## src/rtl/imm_decode_stage_if.sv

```systemverilog
// Bus bundle for the immediate decode stage: instruction input handshake and decoded-field output handshake.
// A transfer on either side happens at a rising clk edge where valid and ready are both high; a producer holds valid and data until that edge.
interface imm_decode_stage_if #(
  parameter int INSTR_WIDTH = 32,
  parameter int IMM_WIDTH   = 16
);
  logic                   in_valid;
  logic                   in_ready;
  logic [INSTR_WIDTH-1:0] instr;
  logic                   out_valid;
  logic                   out_ready;
  logic [5:0]             out_opcode;
  logic [4:0]             out_rs;
  logic [4:0]             out_rt;
  logic [IMM_WIDTH-1:0]   out_imm;
  logic                   out_is_signed;
  logic                   out_has_imm;
  logic                   out_illegal;

  modport master (
    output in_valid, instr, out_ready,
    input  in_ready, out_valid, out_opcode, out_rs, out_rt, out_imm,
           out_is_signed, out_has_imm, out_illegal
  );

  modport slave (
    input  in_valid, instr, out_ready,
    output in_ready, out_valid, out_opcode, out_rs, out_rt, out_imm,
           out_is_signed, out_has_imm, out_illegal
  );
endinterface

```

## src/rtl/imm_decode_stage.sv

```systemverilog
// MIPS immediate-field decode stage: decodes on entry, then holds entries in a 2-deep skid buffer
// (OUT + SKID) so in_ready can come straight from a register.
module imm_decode_stage #(
  parameter int INSTR_WIDTH = 32,
  parameter int IMM_WIDTH   = 16
) (
  input  logic                clk,
  input  logic                rst,
  input  logic                flush,
  imm_decode_stage_if.slave   bus,
  output logic [1:0]          o_dbg_state
);

  typedef enum logic [1:0] {
    S_EMPTY = 2'd0,
    S_ONE   = 2'd1,
    S_TWO   = 2'd2
  } state_t;

  typedef struct packed {
    logic [5:0]           opcode;
    logic [4:0]           rs;
    logic [4:0]           rt;
    logic [IMM_WIDTH-1:0] imm;
    logic                 is_signed;
    logic                 has_imm;
    logic                 illegal;
  } entry_t;

  function automatic entry_t decode(input logic [INSTR_WIDTH-1:0] w);
    entry_t e;
    e.opcode    = w[31:26];
    e.rs        = w[25:21];
    e.rt        = w[20:16];
    e.imm       = w[IMM_WIDTH-1:0];
    e.is_signed = 1'b0;
    e.has_imm   = 1'b0;
    e.illegal   = 1'b0;
    case (w[31:26]) inside
      [6'h04:6'h0B], [6'h20:6'h25], [6'h28:6'h2B]: begin
        e.is_signed = 1'b1;
        e.has_imm   = 1'b1;
      end
      [6'h0C:6'h0F]:        e.has_imm = 1'b1;
      6'h00, 6'h02, 6'h03:  e.illegal = 1'b0;
      default:              e.illegal = 1'b1;
    endcase
    return e;
  endfunction

  state_t r_state;
  state_t w_state_nxt;
  logic   r_in_ready;
  entry_t r_out;
  entry_t r_skid;
  entry_t w_dec;
  logic   w_in_fire;
  logic   w_out_fire;
  logic   w_load_out;
  logic   w_out_from_skid;
  logic   w_load_skid;

  assign w_dec      = decode(bus.instr);
  assign w_in_fire  = bus.in_valid & r_in_ready;
  assign w_out_fire = (r_state != S_EMPTY) & bus.out_ready;

  always_comb begin
    w_state_nxt     = r_state;
    w_load_out      = 1'b0;
    w_out_from_skid = 1'b0;
    w_load_skid     = 1'b0;
    // Flush beats both handshakes; an output transfer in the same cycle is simply gone.
    if (flush) begin
      w_state_nxt = S_EMPTY;
    end else begin
      case (r_state)
        S_EMPTY: begin
          if (w_in_fire) begin
            w_state_nxt = S_ONE;
            w_load_out  = 1'b1;
          end
        end
        S_ONE: begin
          if (w_in_fire && w_out_fire) begin
            w_load_out = 1'b1;
          end else if (w_in_fire) begin
            w_state_nxt = S_TWO;
            w_load_skid = 1'b1;
          end else if (w_out_fire) begin
            w_state_nxt = S_EMPTY;
          end
        end
        S_TWO: begin
          if (w_out_fire) begin
            w_state_nxt     = S_ONE;
            w_load_out      = 1'b1;
            w_out_from_skid = 1'b1;
          end
        end
        default: w_state_nxt = S_EMPTY;
      endcase
    end
  end

  always_ff @(posedge clk or posedge rst) begin
    if (rst) begin
      r_state    <= S_EMPTY;
      r_in_ready <= 1'b1;
      r_out      <= '0;
      r_skid     <= '0;
    end else begin
      r_state    <= w_state_nxt;
      r_in_ready <= (w_state_nxt != S_TWO);
      if (w_load_out) begin
        r_out <= w_out_from_skid ? r_skid : w_dec;
      end
      if (w_load_skid) begin
        r_skid <= w_dec;
      end
    end
  end

  assign bus.in_ready      = r_in_ready;
  assign bus.out_valid     = (r_state != S_EMPTY);
  assign bus.out_opcode    = r_out.opcode;
  assign bus.out_rs        = r_out.rs;
  assign bus.out_rt        = r_out.rt;
  assign bus.out_imm       = r_out.imm;
  assign bus.out_is_signed = r_out.is_signed;
  assign bus.out_has_imm   = r_out.has_imm;
  assign bus.out_illegal   = r_out.illegal;
  assign o_dbg_state       = r_state;

endmodule

```

## src/flat_wrapper.sv

```systemverilog
// flat-port wrapper written by rule: the top's interface ports become plain ports
module imm_decode_stage_flat 
#(
  parameter int INSTR_WIDTH = 32,
  parameter int IMM_WIDTH   = 16
)
  (clk, rst, flush, o_dbg_state, bus_in_valid, bus_instr, bus_out_ready, bus_in_ready, bus_out_valid, bus_out_opcode, bus_out_rs, bus_out_rt, bus_out_imm, bus_out_is_signed, bus_out_has_imm, bus_out_illegal);
  imm_decode_stage_if #(.INSTR_WIDTH(INSTR_WIDTH), .IMM_WIDTH(IMM_WIDTH)) bus_i ();
  input  logic clk;
  input  logic rst;
  input  logic flush;
  output logic [1:0] o_dbg_state;
  input wire logic [$bits(bus_i.in_valid)-1:0] bus_in_valid;
  input wire logic [$bits(bus_i.instr)-1:0] bus_instr;
  input wire logic [$bits(bus_i.out_ready)-1:0] bus_out_ready;
  output wire logic [$bits(bus_i.in_ready)-1:0] bus_in_ready;
  output wire logic [$bits(bus_i.out_valid)-1:0] bus_out_valid;
  output wire logic [$bits(bus_i.out_opcode)-1:0] bus_out_opcode;
  output wire logic [$bits(bus_i.out_rs)-1:0] bus_out_rs;
  output wire logic [$bits(bus_i.out_rt)-1:0] bus_out_rt;
  output wire logic [$bits(bus_i.out_imm)-1:0] bus_out_imm;
  output wire logic [$bits(bus_i.out_is_signed)-1:0] bus_out_is_signed;
  output wire logic [$bits(bus_i.out_has_imm)-1:0] bus_out_has_imm;
  output wire logic [$bits(bus_i.out_illegal)-1:0] bus_out_illegal;
  assign bus_i.in_valid = bus_in_valid;
  assign bus_i.instr = bus_instr;
  assign bus_i.out_ready = bus_out_ready;
  assign bus_in_ready = bus_i.in_ready;
  assign bus_out_valid = bus_i.out_valid;
  assign bus_out_opcode = bus_i.out_opcode;
  assign bus_out_rs = bus_i.out_rs;
  assign bus_out_rt = bus_i.out_rt;
  assign bus_out_imm = bus_i.out_imm;
  assign bus_out_is_signed = bus_i.out_is_signed;
  assign bus_out_has_imm = bus_i.out_has_imm;
  assign bus_out_illegal = bus_i.out_illegal;
  imm_decode_stage #(.INSTR_WIDTH(INSTR_WIDTH), .IMM_WIDTH(IMM_WIDTH)) u_core (.clk(clk), .rst(rst), .flush(flush), .bus(bus_i), .o_dbg_state(o_dbg_state));
endmodule
```

## config.mk

```make
export PLATFORM = sky130hd
export DESIGN_NAME = imm_decode_stage_flat
export DESIGN_NICKNAME = d
export VERILOG_FILES = /design/src/rtl/imm_decode_stage_if.sv /design/src/rtl/imm_decode_stage.sv /design/src/flat_wrapper.sv
export SDC_FILE = /design/constraint.sdc
export NUM_CORES = 1
export LEC_CHECK = 0
export CAP_MARGIN = 10
export CORE_MARGIN = 2
export CORE_UTILIZATION = 30
export DETAILED_ROUTE_END_ITERATION = 8
export PLACE_DENSITY = 0.56
export SYNTH_ARGS = -nofsm -noshare
export SYNTH_HDL_FRONTEND = slang
export SYNTH_SLANG_ARGS = --single-unit
export TNS_END_PERCENT = 1
```

## constraint.sdc

```tcl
create_clock -name clk -period 2.5 [get_ports clk]
set_input_delay 0.25 -clock clk [delete_from_list [all_inputs] [get_ports clk]]
set_output_delay 0.25 -clock clk [all_outputs]
set_load 0.05 [all_outputs]
```

==> results.toml, run 1 <==
[run_status]
status = "finished clean"

[placement]
dpl.cell_count = 459
preCtsSetupSlack_ps = 227
hpwl_mm = 4.63
gp_congestion = 0.710
portBuffers = 75
placed_area_um2 = 4000

[min_path]
hp-class = "in -> async"

[synth]
yosysWarnings = 0
synthesis.area_um2 = 3110
syn_nets = 292
synth_cells = 255
synthArstFlopShare_pct = 100
synth_cell_types = 31
synth_area_leaders = "dfrtp_1 (58%), mux2_1 (12%), a21oi_2 (8.5%)"
ys_ff_latch = 73
synth_ff_type = "dfrtp_1"
syn_avg_cell_area_um2 = 12.2
yosys.area.top_type = "dfrtp_1"
synth_seq_area_share_pct = 58.8
synth-edff-count = 0
synth_top_area_share_pct = 58.0

[routing]
vias = 2157
wl_per_cell_um = 14.4
detail_route.iter0.violations = 53
drt-pass1-iter-count = 4
via_per_inst = 4.55
wirelength_mm = 6.81
drc_errors = 0
ant_nets = 0

[critical_path]
crit_path_end_kind = "output port"
startpoint = "u_core.o_dbg_state[0]"
critPathCapture = "bus_out_valid"
cp.required_ps = 2250
reg2reg_from = "u_core.bus.in_ready"
cp_max_fo = 6
r2r_end = "u_core.r_skid[11]"
cp.arrival_ps = 1820
startpoint_type = "register"
reg2reg_slack_ps = 500
reg2reg_depth = 4
crit_type = "reg -> out"

[global_routing]
gr-usage-met1_pct = 17.5
grt_max_degree = 39
grt_usage_pct = 13.1
grt_pass1_vias = 2317
gr-total-overflow = 0
groute.layer.met3.usage_pct = 3.40
use_met2_pct = 20.5
grt_antenna_before_repair = 0
busiest_layer = "met2"
grt_pass1_wl_mm = 11.5

[power]
internal-power_mw = 2.68
leakage_nw = 1.91
p_per_area_nw_per_um2 = 922
p_comb_share_pct = 28.0
power.share.clock_pct = 31.2
sw_frac_of_total_pct = 31.7
p_sw_mw = 1.25
seqPwrFrac_pct = 40.9
ir_drop_uv = 321

[timing]
rsz0062_at_grt = "false"
fin_crit_ps = 2070
hold_ws_ps = 326
max-slew-margin-rel_pct = 65.1
setup_tns_ps = 0
layout_setup_ws_ps = 432
max_freq_ghz = 0.483
final_hold_viol_count = 0
fin_crit_sh_pct = 82.7
tightest_slew_ps = 523
drv_slew = 0
setup_viol = 0
clock_skew_ps = 13.4

[cells_and_area]
layout-drive-gt1-share_pct = 17.2
design_area_um2 = 4260
syn2layout_area_growth_pct = 37.3
finalNonFillerCells = 474
diodes = 0
fillerInstances = 990
fin_nets = 371
final_common_cell = "clkdlybuf4s50_1"
final_cell_mix = "clkdlybuf4s50_1 (75), dfrtp_1 (72), inv_1 (33), mux2_1 (32), o22ai_1 (32)"

[clocking]
cts_tree = "built"
cts_setup_buffers = 0
h-tree-depth = 3
clk_path_buf_depth = 2
cts-resized-gates = 0
root_buffer = "clkbuf_8"
clock-sinks = 73
hold_buffers = 0
worstSkewPairLatency_ps = 350
clkTransAtPathRegs_ps = 80
cts_buffers = 9

[run]
maxCapViolations = 0

[floorplan]
coreArea_um2 = 10200
die_area_um2 = 11200
rows = 37
die_height_um = 106
fp.dieW_um = 106
initial_core_util_pct = 30.5
pin_count = 76
stage by stage:
stage / util, % / power [mW]
floorplan: - / 2.35
global placement: 39.3 / 2.72
detailed placement: 39.3 / 2.75
CTS: 41.9 / 3.98
global route: 41.9 / 4.12
finish: 41.9 / 3.93
state kept, by name (all words and copies together), names as in the netlist:
register / count
u_core.bus.out_illegal: 1
u_core.r_skid: 35
u_core.bus.out_opcode: 6
u_core.bus.out_has_imm: 1
u_core.o_dbg_state: 2
u_core.bus.out_rs: 5
u_core.bus.out_rt: 5
u_core.bus.out_is_signed: 1
u_core.bus.in_ready: 1
u_core.bus.out_imm: 16
how the worst min path moves through the flow:
stage                     startpoint                     to  slack (ps)  cells past startpoint
floorplan                      flush  u_core.o_dbg_state[0]         310                      1
global placement    u_core.r_skid[0]       u_core.r_skid[0]         470                      2
global route                     rst      u_core.r_skid[28]         380                      3
detailed placement  u_core.r_skid[7]       u_core.r_skid[7]         480                      1
CTS                              rst   u_core.bus.out_rs[4]         340                      3
finish                           rst   u_core.bus.out_rs[1]         330                      3
cells by family (layout without fill, tap and decap cells):
kind of cell	count (synthesis)	after routing	synth area share [%]
multiplexers	33	33	11.9
AO/OA/AOI/OAI	79	79	18.5
AND/OR/NAND/NOR	21	21	3.71
buffers and inverters	49	132	7.05
flip-flops	73	73	58.8
synthesized netlist by cell type (all sizes together) (2+ instances only):
library cell / instances
a21oi: 36
a221o: 2
buf: 8
clkbuf: 7
dfrtp: 72
inv: 34
mux2: 32
nand2: 4
nor2: 5
nor3: 2
o21ai: 4
o22ai: 32
or3: 2
metal layers:
metal,part of all wire (%),vias to the layer above
met5,0,-
met4,1.7,0
met3,4.1,12
met2,47,46
met1,48,1045
li1,-,1054
power groups by stage:
stage / combinational [mW] / clock, mW / sequential [mW]
2_1_floorplan: 0.354 / 0 / 2.00
3_3_place_gp: 1.10 / 0 / 1.63
3_5_place_dp: 1.11 / 0 / 1.63
4_1_cts: 1.12 / 1.25 / 1.61
5_1_grt: 1.17 / 1.29 / 1.65
6_report: 1.10 / 1.22 / 1.61
cell type report:
cell class                 count  area [µm²]  share of cell area, %
clock inverter                 5         128                   2.99
clock buffer                  10         138                   3.23
inverter                      34         128                   2.99
tap                          136         170                   3.99
multi-input combinational    133        1060                   24.9
timing repair buffer          83         811                   19.0
sequential                    73        1830                   42.9
critical path, cell delays in order, from the launching register on:
cell	delay, ps
dfrtp_1	460
or2_2	320
clkdlybuf4s50_1	700
No activity file was read; power rests on OpenSTA's default activity.
==> run 2, diff against run 1 <==
Settings changed: PLACE_DENSITY 0.56 to 0.58.
Clock period 2.5 ns to 1.9 ns, I/O delays scaled along.
==> results.toml, run 2 (same netlist as run 1, synthesis figures left out) <==
[routing]
wl_per_cell_um = 13.9
ant_nets = 0
detail_route.iter0.violations = 47
via_per_inst = 4.57
drt-pass1-iter-count = 4
drc_errors = 0
vias = 2209
wirelength_mm = 6.73
wl_met1_mm = 3.14
wl_met2_mm = 3.19
routed.top_layer = "met4"
wl_met3_um = 289

[critical_path]
cp.required_ps = 1710
reg2reg_slack_ps = 130
startpoint_type = "register"
reg2reg_depth = 5
crit_path_end_kind = "output port"
reg2reg_from = "u_core.bus.in_ready"
cp.arrival_ps = 1610
startpoint = "u_core.o_dbg_state[0]"
cp_max_fo = 5
r2r_end = "u_core.bus.out_opcode[0]"
crit_type = "reg -> out"
critPathCapture = "o_dbg_state[0]"

[clocking]
clock-sinks = 73
clk_path_buf_depth = 2
worstSkewPairLatency_ps = 340
cts_setup_buffers = 0
h-tree-depth = 3
hold_buffers = 0
cts_buffers = 9
clkTransAtPathRegs_ps = 70
cts_tree = "built"
root_buffer = "clkbuf_8"

[timing]
fin_crit_ps = 1800
tightest_slew_ps = 540
max_freq_ghz = 0.555
fin_crit_sh_pct = 94.8
drv_slew = 0
final_hold_viol_count = 0
max-slew-margin-rel_pct = 63.9
setup_tns_ps = 0
setup_viol = 0
clock_skew_ps = 9.03
layout_setup_ws_ps = 98.9
rsz0062_at_grt = "false"

[cells_and_area]
seq_area_um2 = 1830
syn2layout_area_growth_pct = 37.8
diodes = 0
final_cell_mix = "clkdlybuf4s50_1 (72), dfrtp_1 (72), inv_1 (33), mux2_1 (32), o22ai_1 (32)"
design_area_um2 = 4280
layout-drive-gt1-share_pct = 19.9
largest_register_ffs = 35
fin_nets = 380
multi_input_area_um2 = 1070
top_register = "u_core.r_skid"
fillerInstances = 998

[floorplan]
die_height_um = 106
initial_core_util_pct = 30.5
coreArea_um2 = 10200
pin_count = 76
fp.dieW_um = 106
die_area_um2 = 11200
rows = 37

[power]
leakage_nw = 1.95
p_per_area_nw_per_um2 = 1080
ir_drop_uv = 323

[global_routing]
grt_max_degree = 36
grt_pass1_wl_mm = 11.5
grt_antenna_before_repair = 0
grt_usage_pct = 13.2
grt_pass1_vias = 2304
gr-total-overflow = 0

[placement]
hpwl_mm = 4.64
portBuffers = 75
placed_area_um2 = 4090
preCtsSetupSlack_ps = -202
gp_congestion = 0.704

[run]
maxCapViolations = 0

[min_path]
hp-class = "in -> async"

[run_status]
status = "finished clean"
run 2: how the worst min path moves through the flow:
stage / endpoint / slack (ps) / startpoint / cells after the start
floorplan: u_core.o_dbg_state[0] / 250 / flush / 1
global placement: u_core.r_skid[1] / 470 / u_core.r_skid[1] / 2
detailed placement: u_core.r_skid[30] / 480 / u_core.r_skid[30] / 2
CTS: u_core.bus.out_imm[15] / 170 / rst / 2
global route: u_core.bus.out_rs[4] / 180 / rst / 2
finish: u_core.bus.out_rs[4] / 170 / rst / 2
run 2: routing by layer:
| layer | vias up | GRT usage (%) |
|---|---|---|
| met2 | 53 | 21.8 |
| li1 | 1068 | - |
| met5 | - | 0 |
| met1 | 1077 | 17.1 |
| met4 | 0 | 5.08 |
| met3 | 11 | 2.91 |
run 2: what timing repair did:
| item | 4_1_cts | 5_1_grt |
|---|---|---|
| endpoints found under the setup margin | 30 | 33 |
| endpoints found under the hold margin | 0 | 0 |
| resized for setup | 0 | 8 |
| pin swaps | 0 | 0 |
run 2: cell type report:
cell class	instances	share of cell area (%)
inverter	34	2.98
tap	136	3.98
multi-input combinational	133	24.9
timing repair buffer	92	21.6
sequential	73	42.7
clock buffer	11	3.30
clock inverter	4	0.468
run 2: metrics by stage:
stage                     hold slack (ps)  util, %  power [mW]  instances
final                                 165     42.0        4.62        483
after global routing                  178     42.0        4.88        483
after CTS                             169     41.7        4.68        483
after detailed placement              481     40.1        3.64        468
after global placement                467     40.1        3.60        468
after floorplan                       253        -        3.10        255
run 2: worst max-delay path, stage by stage, from the launching register on:
cell and delay (ps):
dfrtp_1 340, buf_4 140, clkdlybuf4s50_1 800
run 2: power breakdown:
group	total (mW)	leakage (nW)	internal [mW]	switching, mW
registers	2.12	0.854	1.93	0.190
clock network	1.03	0.0887	0.494	0.532
logic	1.48	1.01	0.594	0.882
==> run 3, diff against run 2 <==
--- a/config.mk
+++ b/config.mk
@@ -11,4 +11,5 @@
 export DETAILED_ROUTE_END_ITERATION = 8
 export PLACE_DENSITY = 0.58
+export SETUP_SLACK_MARGIN = 0.05
 export SYNTH_ARGS = -nofsm -noshare
 export SYNTH_HDL_FRONTEND = slang
==> constraint.sdc (replaced) <==
create_clock -name clk -period 1.9 [get_ports clk]
set_input_delay 0.19 -clock clk [delete_from_list [all_inputs] [get_ports clk]]
set_output_delay 0.19 -clock clk [all_outputs]
set_load 0.1 [all_outputs]
==> results.toml, run 3 (same netlist as run 1, synthesis figures left out) <==
[floorplan]
rows = 37
fp.dieW_um = 106
pin_count = 76
initial_core_util_pct = 30.5
coreArea_um2 = 10200
die_height_um = 106
die_area_um2 = 11200

[clocking]
worstSkewPairLatency_ps = 350
clock-sinks = 73
cts_tree = "built"
clk_path_buf_depth = 2
cts_buffers = 9
clkTransAtPathRegs_ps = 80
root_buffer = "clkbuf_8"
cts_setup_buffers = 0
h-tree-depth = 3

[critical_path]
crit_path_end_kind = "register"
crit_type = "reg -> reg"
cp.required_ps = 2140
r2r_end = "u_core.bus.out_has_imm"
cp_max_fo = 6
critPathCapture = "u_core.bus.out_has_imm"
startpoint = "u_core.bus.in_ready"
cp.arrival_ps = 2110
reg2reg_depth = 5
reg2reg_slack_ps = 30
startpoint_type = "register"
reg2reg_from = "u_core.bus.in_ready"

[power]
p_per_area_nw_per_um2 = 1280
leakage_nw = 2.02
ir_drop_uv = 532
power.total_mw = 5.58

[cells_and_area]
fin_nets = 382
final_cell_mix = "dfrtp_1 (70), buf_4 (47), clkdlybuf4s50_1 (36), inv_1 (33), mux2_1 (32)"
final_common_cell = "dfrtp_1"
syn2layout_area_growth_pct = 40.2
finalNonFillerCells = 486
layout-drive-gt1-share_pct = 33.1
top_register = "u_core.r_skid"
largest_register_ffs = 35
diodes = 0

[global_routing]
grt_pass1_wl_mm = 11.8
grt_pass1_vias = 2243
grt_usage_pct = 13.8
grt_max_degree = 31
gr-total-overflow = 0
grt_antenna_before_repair = 0

[min_path]
hp-class = "in -> async"

[routing]
drt-pass1-iter-count = 4
wl_per_cell_um = 14.6
drc_errors = 0
via_per_inst = 4.56
vias = 2214
ant_nets = 0
wirelength_mm = 7.12
detail_route.iter0.violations = 52

[placement]
dpl.cell_count = 469
gp_congestion = 0.714
portBuffers = 75
hpwl_mm = 4.86

[run]
maxCapViolations = 0

[timing]
setup_tns_ps = 0
fin_crit_sh_pct = 98.5
rsz0062_at_grt = "true"
setup_viol = 0
tightest_slew_ps = 507
hold_ws_ps = 226
drv_slew = 0
max_freq_ghz = 0.534
max-slew-margin-rel_pct = 66.1
final_hold_viol_count = 0
fin_crit_ps = 1870
clock_skew_ps = 8.51

[run_status]
status = "finished clean"
==> run 3: cell count changes in the layout (fill, tap and decap cells not counted), moves of 3 or more <==
cell / change
clkdlybuf4s50_1: -36
buf_6: +6
buf_4: +32
clkinv_2: -3
==> run 3: routing by layer <==
layer / track usage (%) / up-vias / share of wire, %
li1: - / 1076 / -
met1: 18.7 / 1076 / 47
met2: 20.6 / 51 / 46
met3: 4.08 / 11 / 4.8
met4: 5.36 / 0 / 1.5
met5: 0 / - / 0
==> run 3: how the worst min path moves through the flow <==
stage,start,end,slack [ps],depth (start not counted)
6_report,rst,u_core.bus.out_imm[8],230,2
5_1_grt,rst,u_core.bus.out_imm[8],260,2
4_1_cts,rst,u_core.bus.out_imm[8],220,2
3_5_place_dp,u_core.r_skid[0],u_core.r_skid[0],480,2
3_3_place_gp,u_core.r_skid[1],u_core.r_skid[1],470,2
2_1_floorplan,flush,u_core.o_dbg_state[0],250,1
==> run 3: through the flow <==
| step | instance area [µm²] | utilization [%] | setup WS [ps] |
|---|---|---|---|
| after floorplan | 3120 | - | -269 |
| after global placement | 4040 | 39.7 | -166 |
| after detailed placement | 4040 | 39.7 | -193 |
| after CTS | 4330 | 42.6 | -6.47 |
| after global routing | 4360 | 42.8 | -37.4 |
| final | 4360 | 42.8 | 28.1 |
==> run 3: repair_timing <==
item	4_1_cts	5_1_grt
hold buffers	0	0
pin swaps	1	0
gates resized for setup	9	5
cloned	1	0
endpoints found under the setup margin	67	36
==> run 3: cell type report <==
class / instances / area [µm²]
Timing Repair Buffer: 94 / 888
Clock inverter: 4 / 73.8
Inverter: 34 / 131
Clock buffer: 12 / 165
Fill cell: 981 / 5830
Multi-Input combinational cell: 133 / 1090
Sequential cell: 73 / 1830
Tap cell: 136 / 170
==> run 3: critical path: stages, from the launching register on <==
cell and delay (ps):
dfstp_4 630, nand2_4 50, buf_6 110, or4b_4 490, and2_4 190, a221o_1 290
==> run 3: where the power goes <==
group | switching, mW | total (mW) | leakage, nW | internal, mW
Combinational | 1.48 | 2.03 | 1.05 | 0.554
Clock | 0.582 | 1.43 | 0.123 | 0.847
Sequential | 0.195 | 2.12 | 0.851 | 1.92
Total | 2.26 | 5.58 | 2.02 | 3.33
